--- src/rtl/uart_tx_buf.sv ---
// FIFO-buffered UART transmitter: configurable frame length, optional parity,
// one or two stop bits and line break; all bit timing counts baud ticks only.
//
// state  | meaning
// IDLE   | line marking, waiting for a tick that brings a break request or data
// BREAK  | line low while brk (at least the minimum break time), then one mark bit
// START  | start bit
// DATA   | data bits, LSB first
// PARITY | parity bit, only when enabled for this frame
// STOP   | one or two stop bits
module uart_tx_buf #(
    parameter int DEPTH    = 8,
    parameter int MAX_BITS = 9,
    parameter int OS       = 16
) (
    input  logic                    i_clk,
    input  logic                    i_reset,
    input  logic                    i_tick,
    input  logic                    i_wr_en,
    input  logic [MAX_BITS-1:0]     i_wr_data,
    input  logic [3:0]              i_frame_length,
    input  logic                    i_parity_en,
    input  logic                    i_parity_type,
    input  logic                    i_stop2,
    input  logic                    i_brk,
    input  logic                    i_ovf_clr,
    output logic                    o_tx,
    output logic                    o_tx_busy,
    output logic                    o_tx_done,
    output logic                    o_full,
    output logic                    o_empty,
    output logic [$clog2(DEPTH):0]  o_level,
    output logic                    o_overflow
);
    localparam int AW        = $clog2(DEPTH);
    localparam int BRK_TICKS = (2 + MAX_BITS) * OS;
    localparam int TW        = $clog2(BRK_TICKS);
    localparam logic [TW-1:0] BIT_LAST  = TW'(OS - 1);
    localparam logic [TW-1:0] BRK_LAST  = TW'(BRK_TICKS - 1);
    localparam logic [AW:0]   DEPTH_LVL = (AW+1)'(DEPTH);

    typedef enum logic [2:0] {IDLE, BREAK, START, DATA, PARITY, STOP} state_t;

    state_t                r_state;
    logic [MAX_BITS-1:0]   r_mem [DEPTH];
    logic [AW-1:0]         r_wptr;
    logic [AW-1:0]         r_rptr;
    logic [AW:0]           r_level;
    logic                  r_overflow;
    logic [TW-1:0]         r_tick_cnt;
    logic [3:0]            r_bit_cnt;
    logic [MAX_BITS-1:0]   r_shift;
    logic                  r_par_en;
    logic                  r_par_bit;
    logic                  r_stop2;
    logic                  r_stop_more;
    logic                  r_brk_mark;

    logic [MAX_BITS-1:0]   w_head;
    logic [MAX_BITS-1:0]   w_mask;
    logic [3:0]            w_len;
    logic                  w_par;
    logic                  w_tick_tc;
    logic                  w_frame_end;
    logic                  w_pop;
    logic                  w_push;
    logic                  w_drop;

    assign o_level    = r_level;
    assign o_overflow = r_overflow;
    assign o_empty    = (r_level == '0);
    assign o_full     = (r_level == DEPTH_LVL);

    assign w_head      = r_mem[r_rptr];
    assign w_tick_tc   = (r_tick_cnt == '0);
    assign w_frame_end = (r_state == STOP) && i_tick && w_tick_tc && !r_stop_more;
    // A pop happens on the idle tick or on the last stop tick, never while a break is requested.
    assign w_pop       = i_tick && !o_empty && !i_brk && ((r_state == IDLE) || w_frame_end);
    assign w_push      = i_wr_en && (!o_full || w_pop);
    assign w_drop      = i_wr_en && o_full && !w_pop;

    always_comb begin
        if (i_frame_length < 4'd5)
            w_len = 4'd5;
        else if (i_frame_length > 4'(MAX_BITS))
            w_len = 4'(MAX_BITS);
        else
            w_len = i_frame_length;
        for (int i = 0; i < MAX_BITS; i++)
            w_mask[i] = (i < int'(w_len));
        w_par = (^(w_head & w_mask)) ^ i_parity_type;
    end

    always_ff @(posedge i_clk) begin
        if (w_push)
            r_mem[r_wptr] <= i_wr_data;
    end

    always_ff @(posedge i_clk or negedge i_reset) begin
        if (!i_reset) begin
            r_wptr     <= '0;
            r_rptr     <= '0;
            r_level    <= '0;
            r_overflow <= 1'b0;
        end else begin
            if (w_push)
                r_wptr <= r_wptr + 1'b1;
            if (w_pop)
                r_rptr <= r_rptr + 1'b1;
            case ({w_push, w_pop})
                2'b10:   r_level <= r_level + 1'b1;
                2'b01:   r_level <= r_level - 1'b1;
                default: r_level <= r_level;
            endcase
            if (w_drop)
                r_overflow <= 1'b1;
            else if (i_ovf_clr)
                r_overflow <= 1'b0;
        end
    end

    always_ff @(posedge i_clk or negedge i_reset) begin
        if (!i_reset) begin
            r_state     <= IDLE;
            o_tx        <= 1'b1;
            o_tx_busy   <= 1'b0;
            o_tx_done   <= 1'b0;
            r_tick_cnt  <= '0;
            r_bit_cnt   <= '0;
            r_shift     <= '0;
            r_par_en    <= 1'b0;
            r_par_bit   <= 1'b0;
            r_stop2     <= 1'b0;
            r_stop_more <= 1'b0;
            r_brk_mark  <= 1'b0;
        end else begin
            o_tx_done <= 1'b0;
            if (w_pop) begin
                o_tx_done  <= (r_state == STOP);
                r_state    <= START;
                o_tx       <= 1'b0;
                o_tx_busy  <= 1'b1;
                r_tick_cnt <= BIT_LAST;
                r_shift    <= w_head;
                r_bit_cnt  <= w_len - 4'd1;
                r_par_en   <= i_parity_en;
                r_par_bit  <= w_par;
                r_stop2    <= i_stop2;
            end else if (i_tick) begin
                if (r_state != IDLE && !w_tick_tc) begin
                    r_tick_cnt <= r_tick_cnt - 1'b1;
                end else begin
                    r_tick_cnt <= BIT_LAST;
                    case (r_state)
                        IDLE: begin
                            if (i_brk) begin
                                r_state    <= BREAK;
                                o_tx       <= 1'b0;
                                o_tx_busy  <= 1'b1;
                                r_tick_cnt <= BRK_LAST;
                                r_brk_mark <= 1'b0;
                            end else begin
                                r_tick_cnt <= '0;
                            end
                        end
                        BREAK: begin
                            if (r_brk_mark) begin
                                r_state   <= IDLE;
                                o_tx_busy <= 1'b0;
                            end else if (!i_brk) begin
                                r_brk_mark <= 1'b1;
                                o_tx       <= 1'b1;
                            end else begin
                                r_tick_cnt <= '0;
                            end
                        end
                        START: begin
                            r_state <= DATA;
                            o_tx    <= r_shift[0];
                        end
                        DATA: begin
                            if (r_bit_cnt != 4'd0) begin
                                r_bit_cnt <= r_bit_cnt - 4'd1;
                                r_shift   <= r_shift >> 1;
                                o_tx      <= r_shift[1];
                            end else if (r_par_en) begin
                                r_state <= PARITY;
                                o_tx    <= r_par_bit;
                            end else begin
                                r_state     <= STOP;
                                o_tx        <= 1'b1;
                                r_stop_more <= r_stop2;
                            end
                        end
                        PARITY: begin
                            r_state     <= STOP;
                            o_tx        <= 1'b1;
                            r_stop_more <= r_stop2;
                        end
                        STOP: begin
                            if (r_stop_more) begin
                                r_stop_more <= 1'b0;
                            end else begin
                                r_state   <= IDLE;
                                o_tx_busy <= 1'b0;
                                o_tx_done <= 1'b1;
                            end
                        end
                        default: r_state <= IDLE;
                    endcase
                end
            end
        end
    end
endmodule

--- config.mk ---
export PLATFORM = sky130hd
export DESIGN_NAME = uart_tx_buf
export DESIGN_NICKNAME = d
export VERILOG_FILES = /design/src/rtl/uart_tx_buf.sv
export SDC_FILE = /design/constraint.sdc
export NUM_CORES = 1
export LEC_CHECK = 0
export CAP_MARGIN = 10
export CORE_ASPECT_RATIO = 1.1
export CORE_UTILIZATION = 40
export CTS_CLUSTER_SIZE = 8
export DETAILED_ROUTE_END_ITERATION = 8
export PLACE_DENSITY_LB_ADDON = 0.1
export REMOVE_ABC_BUFFERS = 1
export SYNTH_ARGS = -nofsm -noshare
export SYNTH_HDL_FRONTEND = slang
export SYNTH_SLANG_ARGS = --single-unit
--- constraint.sdc ---
create_clock -name i_clk -period 4.2 [get_ports i_clk]
set_input_delay 1.26 -clock i_clk [delete_from_list [all_inputs] [get_ports i_clk]]
set_output_delay 1.26 -clock i_clk [all_outputs]
set_load 0.05 [all_outputs]
# Word level (Yosys, flattened, before mapping)
# Memories as Yosys holds them, arrays and structs flattened.
# Index checks and enable logic that the tools add are counted.
# word_totals
output_inout_bits	10
ramBits	72
memories	1
in_bits	22
ff_bits	43
# classes
reduce_logical	39
n_eq_ne	18
n_mux	60
n_addsub	7
bitwise_logic	4
magnitude_cmp	11
# mem_list
name	words	word_bits	read_ports	rd_ports_with_merged_regs	write_ports	line	text
r_mem	8	9	1	0	1	45	logic [MAX_BITS-1:0] r_mem [DEPTH];
# ops
operator	n
9-bit 2-to-1 mux	5
4-bit 2-to-1 mux	9
8-bit 2-to-1 mux	4
1-bit 2-to-1 mux	28
6-bit AND reduction	4
3-bit 2-to-1 mux	7
3-bit != test (second input constant)	6
3-bit one-hot mux with 6 select lines	1
3-bit by 4-bit < comparator with 1-bit output (first input constant)	4
8-bit one-hot mux with 2 select lines	1
2-bit nonzero test	6
4-bit by 1-bit subtractor with 4-bit output (second input constant)	3
1-bit logical AND	10
9-bit AND	1
9-bit XOR reduction	1
8-bit zero test	1
1-bit by 4-bit < comparator with 1-bit output (first input constant)	2
2-bit by 4-bit < comparator with 1-bit output (first input constant)	2
2-bit != test (second input constant)	4
4-bit one-hot mux with 2 select lines	1
4-bit nonzero test	2
8-bit by 1-bit subtractor with 8-bit output (second input constant)	1
3-bit by 1-bit adder with 3-bit output (second input constant)	2
3-bit by 2-bit equality test with 1-bit output (second input constant)	2
other kinds (22)	32

# Logic depth before layout (Yosys ltp)
# logic_depth
ltp_word	10
mapped_depth	13
ltp_nobuf	12

# Worst setup path after synthesis
# OpenSTA, ideal clock, no wires.
# synth_timing
path_kind	input-to-reg
startpoint	in i_brk
endpoint	mem r_mem[4][0] (enable)
setup_slack_ps	632
setup_ps	387
cell_stages	8
t_arrival_ps	3182
cell_sequence	clkbuf_1 -> nor3b_1 -> o211ai_1 -> nand2b_1 -> buf_2 -> a21boi_1 -> nand2_1 -> nor3_1
# synth_via
elab_chain_len	7
# synth_lines
element	line	text
start, declared	25	input logic i_brk,
1-bit zero test	-	
1-bit logical AND (2 in a row)	78	assign w_pop = i_tick && !o_empty && !i_brk && ((r_state == IDLE) || w_frame_end);
1-bit logical OR	79	assign w_push = i_wr_en && (!o_full || w_pop);
1-bit logical AND	79	
1-bit 2-to-1 mux	95	if (w_push)
1-bit 2-to-1 mux (not written as such)	96	r_mem[r_wptr] <= i_wr_data;
end, declared	45	
# Every way passes these cells.

# Worst setup path in the final report
# layout_timing
startpoint	reg r_level[1], in the netlist o_level[1]
endpoint	out o_empty
# layout_via
elab_chain_len	1
# layout_lines
element	line	text
start, declared	48	logic [AW:0] r_level;
start signal, assigned	111	2'b10: r_level <= r_level + 1'b1;
start signal, assigned	112	2'b01: r_level <= r_level - 1'b1;
start signal, assigned	113	default: r_level <= r_level;
4-bit zero test	71	assign o_empty = (r_level == '0);
end, declared	31	output logic o_empty,
# Every way passes these cells.

==> metrics.md <==
| Metric | Value |
|---|---|
| Placed Instances | 611 |
| PwrDens | 733 nW/um^2 |
| Placement Rows | 43 |
| TritonCTS clock tree | done |
| Seq cells post-synth | 115 |
| Area grow syn2layout | 21.0% |
| Share of layout cells above drive strength 1 | 16.5% |
| Clock root cell | clkbuf_16 |
| Failing checks | DRC |
| Wire per inst | 16.7 um |
| Total power draw | approximately 0.0047 W |
| Post-Synthesis Cell Area | 5330 sq um |
| WL final | 10.7 mm |
| Clock latency reported for the late side of the worst-skew pair | approximately 0.4 ns |
| Mapped Cells | 428 |
| Worst EP arrival | 2.36 ns |
| Final hold vios | 0 |
| Cells resized by post-CTS repair | 0 |
| Setup bufs post-CTS | 0 |
| Setup CP Type | reg2out |
| Die H | 123 um |
| Yosys warnings | 0 |
| Worst slew pin tran | 1.00 ns |
| Hold_buf cts | 0 |
| XOR/XNOR share of the synthesized area | between 2 and 3% |
| CTS sink count | 115 |
| Internal power | roughly 0.0031 W |
| Synth top area share | 40.6% |
| IO Count | 32 |
| Sw Share | 35.5% |
| Top post-synthesis cells by count | edfxtp_1, nand2_1, dfrtp_1 |
| Final period util | 86.3% |
| Seq/Total Area, Yosys | between 60% and 70% |
| Pleak | 2.43 nW |
| Area leader, netlist | edfxtp_1 |
| GRT Overall Usage | 17.3% |
| Avg Inst Size Synth | 12.4 sq um |
| Largest family of logic cells by synthesized area | simple AND/OR/NAND/NOR gates |
| CTS buffer count | 17 |
| Clock skew | ~0.0058 ns |
| DP Wirelength | 7.05 mm |
| Vias in the first global route | 3335 |
| Starting Density | 41.6% |
| RePlAce Congestion | 0.788 |
| Synth Area in Adders | 2.25% |
| Max-cap violations | 0 |
| Fin Setup TNS | 0 ns |
| Pin count of the biggest net entering global routing | 44 |
| Post-synthesis cell type count | 55 |
| Net switching power of the design | between 0.0015 and 0.002 W |
| Number of synthesized flops with an enable pin | 72 |
| Core area | 12800 sq um |
| Multiplexer share of the synthesized area | 9.91% |
| CP Capture Type | output port |
| Crit path required time | 2.94 ns |
| Setup violators final | 0 |
| Pre-Repair DR Iteration Count | 6 |
| Ant diodes | 0 |
| RSZ-0062 raised after global routing | no |
| Top-count cell post-synth | edfxtp_1 |
| VDD IR max | approximately 0.32 mV |
| Die area | between 10000 and 15000 sq um |
| Initial DRC count | 248 |
| Critical path startpoint category | flip-flop |
| Vias | 3427 |
| FMAX | 276 MHz |
| Port Buffer Count | 31 |
| Most used DFF post-synth | edfxtp_1 |
| Slew HR | approximately a third |
| Non-Filler Instances | 643 |
| # H-tree levels | 4 |
| Max-slew violations | 0 |
| Compound-Gate Fraction of Synth Area | 9.14% |
| Die Width | ~110 um |
| Hold Worst Slack | 0.480 ns |
| Post-layout util | approximately half |
| Min-Delay Path Class | reg2reg |
| Crit-path max FO | 6 |
| Initial antenna violation count | 0 |
| Top cells by area, synth | edfxtp_1, dfrtp_1, mux4_2 |
| DRC | 3 |
| Outcome | finished, violations left |
| Vias per cell | 5.33 |
| Synth Area in Simple Gates | 12.2% |
| Worst-path clk slew | 0.05 ns |
| Post-route antenna net violation count | 0 |
| Comb power frac | 33.4% |
| Sequential Power Share | ~38% |
| Clock share of power | ~29% |
| Async set or reset register ratio after synthesis | a little under two fifths |
| Final period demand of the worst path | between 3 and 4 ns |
| Fillers | 1118 |
| Nets | 504 |
| Max clock buf depth | 2 |
| First-pass GRT wire length | 17.5 mm |
| Overflow after GRT | 0 |
-- cells in the final DEF, fill, tap and decap left out, drive strengths merged, types with 4 or more instances in the layout --
cell type and instances:
a21oi 20, a31oi 5, buf 19, clkbuf 17, clkdlybuf4s50 30, clkinv 5
dfrtp 42, edfxtp 72, ha 8, inv 24, mux2 6, mux2i 10
mux4 16, nand2 51, nand2b 9, nand3 7, nor2 32, nor2b 4
nor3 14, nor3b 4, nor4 5, o21ai 32, xnor2 12, xor2 4
-- logic make-up (layout without fill, tap and decap cells) --
family / after synthesis / in the layout
and+or+nand+nor: 137 / 137
DFF: 115 / 115
AOI/OAI and AO/OA: 78 / 78
buffers and inverters: 41 / 99
muxes: 32 / 32
xor gates and xnor gates: 16 / 16
adders and majority gates: 9 / 9
-- path summary, 6_finish.rpt --
kind                                   startpoint                   endpoint  slack [ns]  cells past startpoint
max reg2reg                 r_rptr[0]$_DFFE_PN0P_      r_par_bit$_DFFE_PN0P_        1.32                      7
min reg2reg                r_shift[0]$_DFFE_PN0P_     r_shift[0]$_DFFE_PN0P_        0.48                      2
max in group asynchronous                 i_reset     r_state[0]$_DFFE_PN0P_        2.56                      1
min                        r_shift[0]$_DFFE_PN0P_     r_shift[0]$_DFFE_PN0P_        0.48                      2
min in group asynchronous                 i_reset  r_tick_cnt[7]$_DFFE_PN0N_        1.02                      1
max                        o_level[1]$_DFFE_PN0P_                    o_empty        0.58                      3
-- area by class of cell --
type | instances | area, sq um | area share (%)
well taps | 157 | 196 | 3.05
flip-flops and latches | 115 | 3240 | 50.3
inverters | 18 | 67.6 | 1.05
clock buffers | 17 | 425 | 6.60
multi-input cells | 272 | 1930 | 29.9
repair buffers | 49 | 440 | 6.83
clock inverters | 15 | 148 | 2.29
-- critical path, stage by stage (launching register included) --
cell	delay (ns)
dfrtp_1	0.43
or4_1	0.65
inv_1	0.09
clkdlybuf4s50_1	0.79
-- power groups by stage --
stage,clock (W),combinational (W),sequential (W)
floorplan,0,0.00104,0.00185
global placement,0,0.00159,0.00179
detailed placement,0,0.00160,0.00180
CTS,0.00140,0.00160,0.00178
global route,0.00146,0.00176,0.00182
finish,0.00137,0.00158,0.00177
-- through the flow --
step | instance area (sq um) | setup WS, ns
2_1_floorplan | 5230 | 0.346
3_5_place_dp | 5870 | 0.363
4_1_cts | 6450 | 0.552
6_report | 6450 | 0.576
5_1_grt | 6450 | 0.515
3_3_place_gp | 5870 | 0.422
-- state kept, by name, indices dropped and copies added (netlist names) --
register,cells
o_level,4
o_overflow,1
o_tx,1
o_tx_busy,1
o_tx_done,1
r_bit_cnt,4
r_brk_mark,1
r_mem,72
r_par_bit,1
r_par_en,1
r_rptr,3
r_shift,9
r_state,3
r_stop2,1
r_stop_more,1
r_tick_cnt,8
r_wptr,3
-- layer usage --
metal	wire, um	global-route usage (%)	up-vias
li1	-	-	1668
met1	4830	21.7	1680
met2	5330	28.6	64
met3	424	4.71	15
met4	164	7.17	0
met5	0	0	-
Note: power is estimated with default switching activity, not from simulation.
